<file path="src/rtl/fir_ctrl_if.sv">
// Stream handshake bundle between fir_ctrl and the AXI-Stream side of fir_top.
interface fir_ctrl_if;
  logic in_ss_tvalid;
  logic in_ss_tlast;
  logic out_ss_tready;
  logic in_sm_tready;
  logic out_sm_tvalid;
  logic out_sm_tlast;

  modport master (
    output in_ss_tvalid, in_ss_tlast, in_sm_tready,
    input  out_ss_tready, out_sm_tvalid, out_sm_tlast
  );

  modport slave (
    input  in_ss_tvalid, in_ss_tlast, in_sm_tready,
    output out_ss_tready, out_sm_tvalid, out_sm_tlast
  );
endinterface

</file>
<file path="src/rtl/fir_ctrl.sv">
// Run sequencer for the FIR engine: clears the data window, schedules one MAC
// pass per input sample over circular data RAM and hands results to the output stream.
module fir_ctrl #(
  parameter int TAP_NUM_WIDTH  = 10,
  parameter int DATA_NUM_WIDTH = 10
) (
  input  logic                      aclk,
  input  logic                      aresetn,
  fir_ctrl_if.slave                 axis,
  input  logic                      in_ap_start,
  input  logic                      in_done_clr,
  input  logic [TAP_NUM_WIDTH-1:0]  in_tap_num,
  input  logic [31:0]               in_data_len,
  output logic                      out_ap_done,
  output logic                      out_ap_idle,
  output logic                      out_data_EN,
  output logic                      out_data_WE,
  output logic [DATA_NUM_WIDTH-1:0] out_data_A,
  output logic                      out_din_zero,
  output logic                      out_tap_EN,
  output logic [TAP_NUM_WIDTH-1:0]  out_tap_A,
  output logic                      out_tap_own,
  output logic                      out_mac_clr,
  output logic                      out_mac_en
);

  localparam logic [TAP_NUM_WIDTH-1:0]  TAP_ONE  = TAP_NUM_WIDTH'(1);
  localparam logic [DATA_NUM_WIDTH-1:0] DATA_ONE = DATA_NUM_WIDTH'(1);

  typedef enum logic [2:0] {
    S_IDLE, S_CLEAR, S_WAIT_IN, S_MAC, S_DRAIN, S_OUT, S_DONE
  } state_t;

  state_t r_state, w_state_next;

  logic [TAP_NUM_WIDTH-1:0]  r_n, r_k;
  logic [31:0]               r_l, r_cnt;
  logic [DATA_NUM_WIDTH-1:0] r_wp, r_rp;
  logic                      r_tlast_seen, r_ap_done, r_mac_en, r_mac_clr;

  logic [DATA_NUM_WIDTH-1:0] w_n_d;
  logic w_idle, w_start, w_zero_cfg, w_k_last, w_wp_last, w_sm_last, w_done_set;
  logic w_ss_tready, w_sm_tvalid, w_sm_tlast;

  assign w_n_d      = DATA_NUM_WIDTH'(r_n);
  assign w_idle     = (r_state == S_IDLE) || (r_state == S_DONE);
  assign w_start    = w_idle && in_ap_start;
  assign w_zero_cfg = (in_tap_num == '0) || (in_data_len == '0);
  assign w_k_last   = (r_k == r_n - TAP_ONE);
  assign w_wp_last  = (r_wp == w_n_d - DATA_ONE);
  assign w_sm_last  = (r_cnt == r_l - 32'd1) || r_tlast_seen;
  assign w_done_set = (w_start && w_zero_cfg) ||
                      ((r_state == S_OUT) && axis.in_sm_tready && w_sm_last);

  always_ff @(posedge aclk or negedge aresetn) begin
    if (!aresetn) begin
      r_state <= S_IDLE;
    end else begin
      r_state <= w_state_next;
    end
  end

  always_comb begin
    w_state_next = r_state;
    out_data_EN  = 1'b0;
    out_data_WE  = 1'b0;
    out_data_A   = '0;
    out_din_zero = 1'b0;
    out_tap_EN   = 1'b0;
    out_tap_A    = '0;
    w_ss_tready  = 1'b0;
    w_sm_tvalid  = 1'b0;
    w_sm_tlast   = 1'b0;

    case (r_state)
      S_IDLE, S_DONE: begin
        if (in_ap_start) w_state_next = w_zero_cfg ? S_DONE : S_CLEAR;
      end
      S_CLEAR: begin
        out_data_EN  = 1'b1;
        out_data_WE  = 1'b1;
        out_din_zero = 1'b1;
        out_data_A   = DATA_NUM_WIDTH'(r_k);
        if (w_k_last) w_state_next = S_WAIT_IN;
      end
      S_WAIT_IN: begin
        // Write strobe stays up for the whole wait so it never depends on
        // ss_tvalid; slot wp holds the oldest sample and the handshake edge
        // leaves the real one in it.
        w_ss_tready = 1'b1;
        out_data_EN = 1'b1;
        out_data_WE = 1'b1;
        out_data_A  = r_wp;
        if (axis.in_ss_tvalid) w_state_next = S_MAC;
      end
      S_MAC: begin
        out_tap_EN  = 1'b1;
        out_tap_A   = r_k;
        out_data_EN = 1'b1;
        out_data_A  = r_rp;
        if (w_k_last) w_state_next = S_DRAIN;
      end
      S_DRAIN: begin
        w_state_next = S_OUT;
      end
      S_OUT: begin
        w_sm_tvalid = 1'b1;
        w_sm_tlast  = w_sm_last;
        if (axis.in_sm_tready) w_state_next = w_sm_last ? S_DONE : S_WAIT_IN;
      end
      default: w_state_next = S_IDLE;
    endcase
  end

  always_ff @(posedge aclk or negedge aresetn) begin
    if (!aresetn) begin
      r_n          <= '0;
      r_k          <= '0;
      r_l          <= '0;
      r_cnt        <= '0;
      r_wp         <= '0;
      r_rp         <= '0;
      r_tlast_seen <= 1'b0;
      r_mac_en     <= 1'b0;
      r_mac_clr    <= 1'b0;
    end else begin
      // RAM reads land one cycle later, so the accumulate strobes trail MAC.
      r_mac_en  <= (r_state == S_MAC);
      r_mac_clr <= (r_state == S_MAC) && (r_k == '0);

      case (r_state)
        S_IDLE, S_DONE: begin
          if (in_ap_start) begin
            r_n          <= in_tap_num;
            r_l          <= in_data_len;
            r_cnt        <= '0;
            r_wp         <= '0;
            r_k          <= '0;
            r_tlast_seen <= 1'b0;
          end
        end
        S_CLEAR: begin
          r_k <= w_k_last ? '0 : r_k + TAP_ONE;
        end
        S_WAIT_IN: begin
          if (axis.in_ss_tvalid) begin
            r_tlast_seen <= axis.in_ss_tlast;
            r_rp         <= r_wp;
            r_k          <= '0;
          end
        end
        S_MAC: begin
          r_k  <= w_k_last ? '0 : r_k + TAP_ONE;
          r_rp <= (r_rp == '0) ? w_n_d - DATA_ONE : r_rp - DATA_ONE;
        end
        S_DRAIN: begin
          r_wp <= w_wp_last ? '0 : r_wp + DATA_ONE;
        end
        S_OUT: begin
          if (axis.in_sm_tready) r_cnt <= r_cnt + 32'd1;
        end
        default: ;
      endcase
    end
  end

  // done_clr beats a coincident set; a start only clears a flag it is not setting.
  always_ff @(posedge aclk or negedge aresetn) begin
    if (!aresetn) begin
      r_ap_done <= 1'b0;
    end else if (in_done_clr) begin
      r_ap_done <= 1'b0;
    end else if (w_done_set) begin
      r_ap_done <= 1'b1;
    end else if (w_start) begin
      r_ap_done <= 1'b0;
    end
  end

  assign out_ap_done        = r_ap_done;
  assign out_ap_idle        = w_idle;
  assign out_tap_own        = !w_idle;
  assign out_mac_en         = r_mac_en;
  assign out_mac_clr        = r_mac_clr;
  assign axis.out_ss_tready = w_ss_tready;
  assign axis.out_sm_tvalid = w_sm_tvalid;
  assign axis.out_sm_tlast  = w_sm_tlast;

endmodule

</file>
<file path="src/flat_wrapper.sv">
// flat-port wrapper written by rule: the top's interface ports become plain ports
module fir_ctrl_flat 
#(
  parameter int TAP_NUM_WIDTH  = 10,
  parameter int DATA_NUM_WIDTH = 10
)
  (aclk, aresetn, in_ap_start, in_done_clr, in_tap_num, in_data_len, out_ap_done, out_ap_idle, out_data_EN, out_data_WE, out_data_A, out_din_zero, out_tap_EN, out_tap_A, out_tap_own, out_mac_clr, out_mac_en, axis_in_ss_tvalid, axis_in_ss_tlast, axis_in_sm_tready, axis_out_ss_tready, axis_out_sm_tvalid, axis_out_sm_tlast);
  fir_ctrl_if axis_i ();
  input  logic aclk;
  input  logic aresetn;
  input  logic in_ap_start;
  input  logic in_done_clr;
  input  logic [TAP_NUM_WIDTH-1:0] in_tap_num;
  input  logic [31:0] in_data_len;
  output logic out_ap_done;
  output logic out_ap_idle;
  output logic out_data_EN;
  output logic out_data_WE;
  output logic [DATA_NUM_WIDTH-1:0] out_data_A;
  output logic out_din_zero;
  output logic out_tap_EN;
  output logic [TAP_NUM_WIDTH-1:0] out_tap_A;
  output logic out_tap_own;
  output logic out_mac_clr;
  output logic out_mac_en;
  input wire logic [$bits(axis_i.in_ss_tvalid)-1:0] axis_in_ss_tvalid;
  input wire logic [$bits(axis_i.in_ss_tlast)-1:0] axis_in_ss_tlast;
  input wire logic [$bits(axis_i.in_sm_tready)-1:0] axis_in_sm_tready;
  output wire logic [$bits(axis_i.out_ss_tready)-1:0] axis_out_ss_tready;
  output wire logic [$bits(axis_i.out_sm_tvalid)-1:0] axis_out_sm_tvalid;
  output wire logic [$bits(axis_i.out_sm_tlast)-1:0] axis_out_sm_tlast;
  assign axis_i.in_ss_tvalid = axis_in_ss_tvalid;
  assign axis_i.in_ss_tlast = axis_in_ss_tlast;
  assign axis_i.in_sm_tready = axis_in_sm_tready;
  assign axis_out_ss_tready = axis_i.out_ss_tready;
  assign axis_out_sm_tvalid = axis_i.out_sm_tvalid;
  assign axis_out_sm_tlast = axis_i.out_sm_tlast;
  fir_ctrl #(.TAP_NUM_WIDTH(TAP_NUM_WIDTH), .DATA_NUM_WIDTH(DATA_NUM_WIDTH)) u_core (.aclk(aclk), .aresetn(aresetn), .axis(axis_i), .in_ap_start(in_ap_start), .in_done_clr(in_done_clr), .in_tap_num(in_tap_num), .in_data_len(in_data_len), .out_ap_done(out_ap_done), .out_ap_idle(out_ap_idle), .out_data_EN(out_data_EN), .out_data_WE(out_data_WE), .out_data_A(out_data_A), .out_din_zero(out_din_zero), .out_tap_EN(out_tap_EN), .out_tap_A(out_tap_A), .out_tap_own(out_tap_own), .out_mac_clr(out_mac_clr), .out_mac_en(out_mac_en));
endmodule
</file>
<file path="config.mk">
export PLATFORM = sky130hd
export DESIGN_NAME = fir_ctrl_flat
export DESIGN_NICKNAME = d
export VERILOG_FILES = /design/src/rtl/fir_ctrl_if.sv /design/src/rtl/fir_ctrl.sv /design/src/flat_wrapper.sv
export SDC_FILE = /design/constraint.sdc
export NUM_CORES = 1
export LEC_CHECK = 0
export ABC_AREA = 1
export CORE_MARGIN = 2
export CORE_UTILIZATION = 51
export CTS_CLUSTER_DIAMETER = 50
export DETAILED_ROUTE_END_ITERATION = 12
export PLACE_DENSITY = 0.73
export REMOVE_ABC_BUFFERS = 1
export SYNTH_ARGS = -nofsm -noshare
export SYNTH_HDL_FRONTEND = slang
export SYNTH_SLANG_ARGS = --single-unit
</file>
<file path="constraint.sdc">
create_clock -name aclk -period 2.9 [get_ports aclk]
set_clock_uncertainty 0.1 [all_clocks]
set_input_delay 0.58 -clock aclk [delete_from_list [all_inputs] [get_ports aclk]]
set_output_delay 0.58 -clock aclk [all_outputs]
set_load 0.01 [all_outputs]
</file>
==> metrics.cfg <==
[outcome]
status=finished, violations left
violations=setup timing

[clock_tree]
cts_hold_buffers=0
cts_buffers=9
tritoncts=built
clk_path_buf_depth=2
clk_latency_ns=0.36
clk_pin_slew_ns=0.08
cts_htree_levels=3
cts-root-buf=clkbuf_16
cts.sinks=111

[pwr]
power_leakage_nw=4.57
power_density_nw_per_um2=907
vdd_drop_max_uv=559

[sta]
worst_pin_slew_ns=0.690
post-route-period-util_pct=111
fmax_mhz=312
relSlewSlack_pct=53.8
fin_crit_ns=3.21
slew_violations=0
tns_ns=-0.306
final-hold-violation-count=0
fin_ws_ns=-0.306
holdWs_ns=0.109
rsz0062_at_grt=yes
setup_viol=1

[detailed_routing]
drtIter0Drc=569
post-route-drc-count=0
avgViaCountPerCell=5.43
wire_per_inst_um=16.2
wl_um=24300
drt_pre_antenna_iters=5
antenna_left=0
vias=8118

[die]
ios=81
die_w_um=128
core_region_area_um2=15100
initial_utilization_pct=52.0
rows=45
dieArea_um2=16400
die_y_um=128

[yosys]
synthDistinctLibCells=43
synth-xor-area-share_pct=9.25
synthesis.area_um2=7840
synth-seq-cells=111
netlist_instances=1139
synthMuxAreaShare_pct=0
synth_ff_type=dfrtp_1
synth_seq_area_share_pct=35.4
syn_area_per_cell_um2=6.89
synth_top_family_by_area=simple AND/OR/NAND/NOR gates
synthAdderAreaFrac_pct=1.12
synthArstFlopShare_pct=100
synthSimpleGateAreaFrac_pct=35.9
ys_warn_count=0
synth_compound_area_share_pct=10.7
synth_edf_count=0

[place]
io_buffer_count=80
hpwl_um=18500
gp_congestion=0.977
pre_cts_slack_ns=-0.361

[critical_path]
startpoint_type=flip-flop
cp_slowest_cell=dfrtp_1
startpoint=u_core.r_l[1]
rrSetupSlack_ns=0.24
crit_fanout=5
path_class=reg -> out
cpPeakStageDelay_ns=0.44
reg2reg_from=u_core.r_n[0]
ff2ff_path_depth=15
worst_setup_path_end_kind=primary output
reg2reg_to=u_core.r_state[2]
required_ns=2.22
crit_chain=inv_2, ha_4, nand2_4, nor2_4, buf_4, xor2_1, nand2_1, nor2_1, nand2_1, nor2_1, nand3_1, nand2_2, nand2_2, inv_2, buf_6
crit_end=axis_out_sm_tlast
cp.arrival_ns=2.53

[global_route]
grt_use_total_pct=30.5
grt_pass1_vias=7886
grt_first_pass_wirelength_um=39200
antenna_found_initial=0
grt_max_degree=45
overflow=0

[layout]
fin_util_pct=66.3
n_antenna_cell=0
final_nets=1358
drive_above_1_share_pct=14.8
area_growth_pct=27.5

[min_path]
hp-class=in -> async

[flow_run]
maxCapViolations=0

[worst max-delay path, delay by kind of cell (launching register included)]
family | cells | cell delay (ns)
AND/OR/NAND/NOR | 9 | 0.95
flip-flops | 1 | 0.44
buffers and inverters | 4 | 0.41
XOR/XNOR | 1 | 0.20
adder cells (fa/ha/maj) | 1 | 0.16
[state kept, by name, summed over array words and instances (netlist names), 3 cells and up]
register / flops
u_core.r_cnt: 32
u_core.r_l: 32
u_core.r_k: 10
u_core.r_n: 10
u_core.r_rp: 10
u_core.r_wp: 10
u_core.r_state: 3
[kinds of logic after synthesis]
logic type      count (synthesis)
buf+inv                       157
fa+ha+maj                       7
simple gates                  639
flops                         111
compound gates                143
xor+xnor                       82
[stage by stage]
step,total power (W),instance area [µm²],cells
floorplan,0.00531,7730,1111
global placement,0.00732,9470,1468
finish,0.00907,10000,1495
detailed placement,0.00739,9470,1468
global route,0.00972,10000,1495
CTS,0.00896,9930,1489
[layout by cell type (no fill, tap or decap), types with 5 or more instances in the layout]
| cell type | synthesis | final |
|---|---|---|
| dfrtp_1 | 111 | 111 |
| nand3_1 | 46 | 44 |
| o31ai_1 | 14 | 14 |
| xnor2_1 | 16 | 16 |
| nand2_1 | 330 | 318 |
| inv_2 | 10 | 14 |
| clkdlybuf4s50_1 | 0 | 77 |
| clkbuf_16 | 0 | 9 |
| a21oi_1 | 25 | 25 |
| ha_1 | 7 | 6 |
| nor3_1 | 28 | 28 |
| xor2_1 | 65 | 65 |
| buf_4 | 0 | 96 |
| nor3_2 | 5 | 5 |
| o21ai_0 | 65 | 64 |
| nor2_1 | 146 | 131 |
| nor2_2 | 8 | 17 |
| nor4_1 | 15 | 15 |
| o22ai_1 | 6 | 6 |
| o221ai_1 | 6 | 6 |
| a31oi_1 | 5 | 5 |
| inv_1 | 118 | 114 |
| nand4_1 | 29 | 29 |
| nand2_2 | 4 | 14 |
| nor2_4 | 5 | 11 |
| a22oi_1 | 7 | 7 |
| nand3b_1 | 15 | 15 |
[Yosys cell counts, types with 2 or more instances]
cell	n	area [µm²]
nand2_1	330	1240
nor2_4	5	56.3
o221ai_1	6	52.6
clkbuf_1	23	86.3
o22ai_1	6	37.5
a21oi_1	25	125
nor4_1	15	93.8
nand3b_1	15	113
nor3_2	5	50.1
ha_1	7	87.6
nor3_1	28	140
dfrtp_1	111	2780
o21bai_1	2	15.0
a211oi_1	4	30.0
buf_2	3	15.0
a22oi_1	7	52.6
xnor2_1	16	140
inv_2	10	37.5
nand3_1	46	230
o21ai_0	65	325
nand4_1	29	181
o21ai_1	2	10.0
nand2_2	4	25.0
nor2_1	146	548
o31ai_1	14	105
nand2_4	2	22.5
o211ai_1	3	22.5
nand3_2	2	20.0
a31oi_1	5	31.3
inv_1	118	443
xor2_1	65	569
buf_1	2	7.51
nor2_2	8	50.1
[timing repair]
item | CTS | global route
gates resized for setup | 43 | 8
hold endpoints to repair | 0 | 0
endpoints found under the setup margin | 3 | 10
pin swaps | 25 | 13
buffers inserted | 5 | 6
[area by class of cell]
class	count	area (µm²)
clock buffer	11	253
clock inverter	5	61.3
inverter	129	484
timing repair buffer	180	1590
tap	188	235
fill	1351	5090
multi-input combinational	871	4600
sequential	111	2780
[per-layer routing]
layer  global-route usage (%)  part of all wire (%)
met3                     4.34                   5.1
met4                     10.1                   3.2
met1                     36.9                    41
met2                     55.8                    51
met5                        0                     0
[how the worst min path moves through the flow]
stage | startpoint | endpoint | slack (ns) | depth (start not counted)
after global routing | aresetn | u_core.r_n[5] | 0.14 | 1
after global placement | u_core.r_wp[8] | u_core.r_wp[8] | 0.38 | 2
after detailed placement | u_core.r_wp[8] | u_core.r_wp[8] | 0.37 | 2
final | aresetn | u_core.r_n[2] | 0.11 | 1
after floorplan | aresetn | u_core.out_ap_done | 0.18 | 0
after CTS | aresetn | u_core.r_n[8] | 0.12 | 1
[power by group]
part | switching [W] | total (W) | internal (W)
clock | 0.000620 | 0.00135 | 0.000727
sequential | 0.000471 | 0.00244 | 0.00197
combinational | 0.00323 | 0.00528 | 0.00205
total | 0.00432 | 0.00907 | 0.00475
Note: power is estimated with default switching activity, not from simulation.
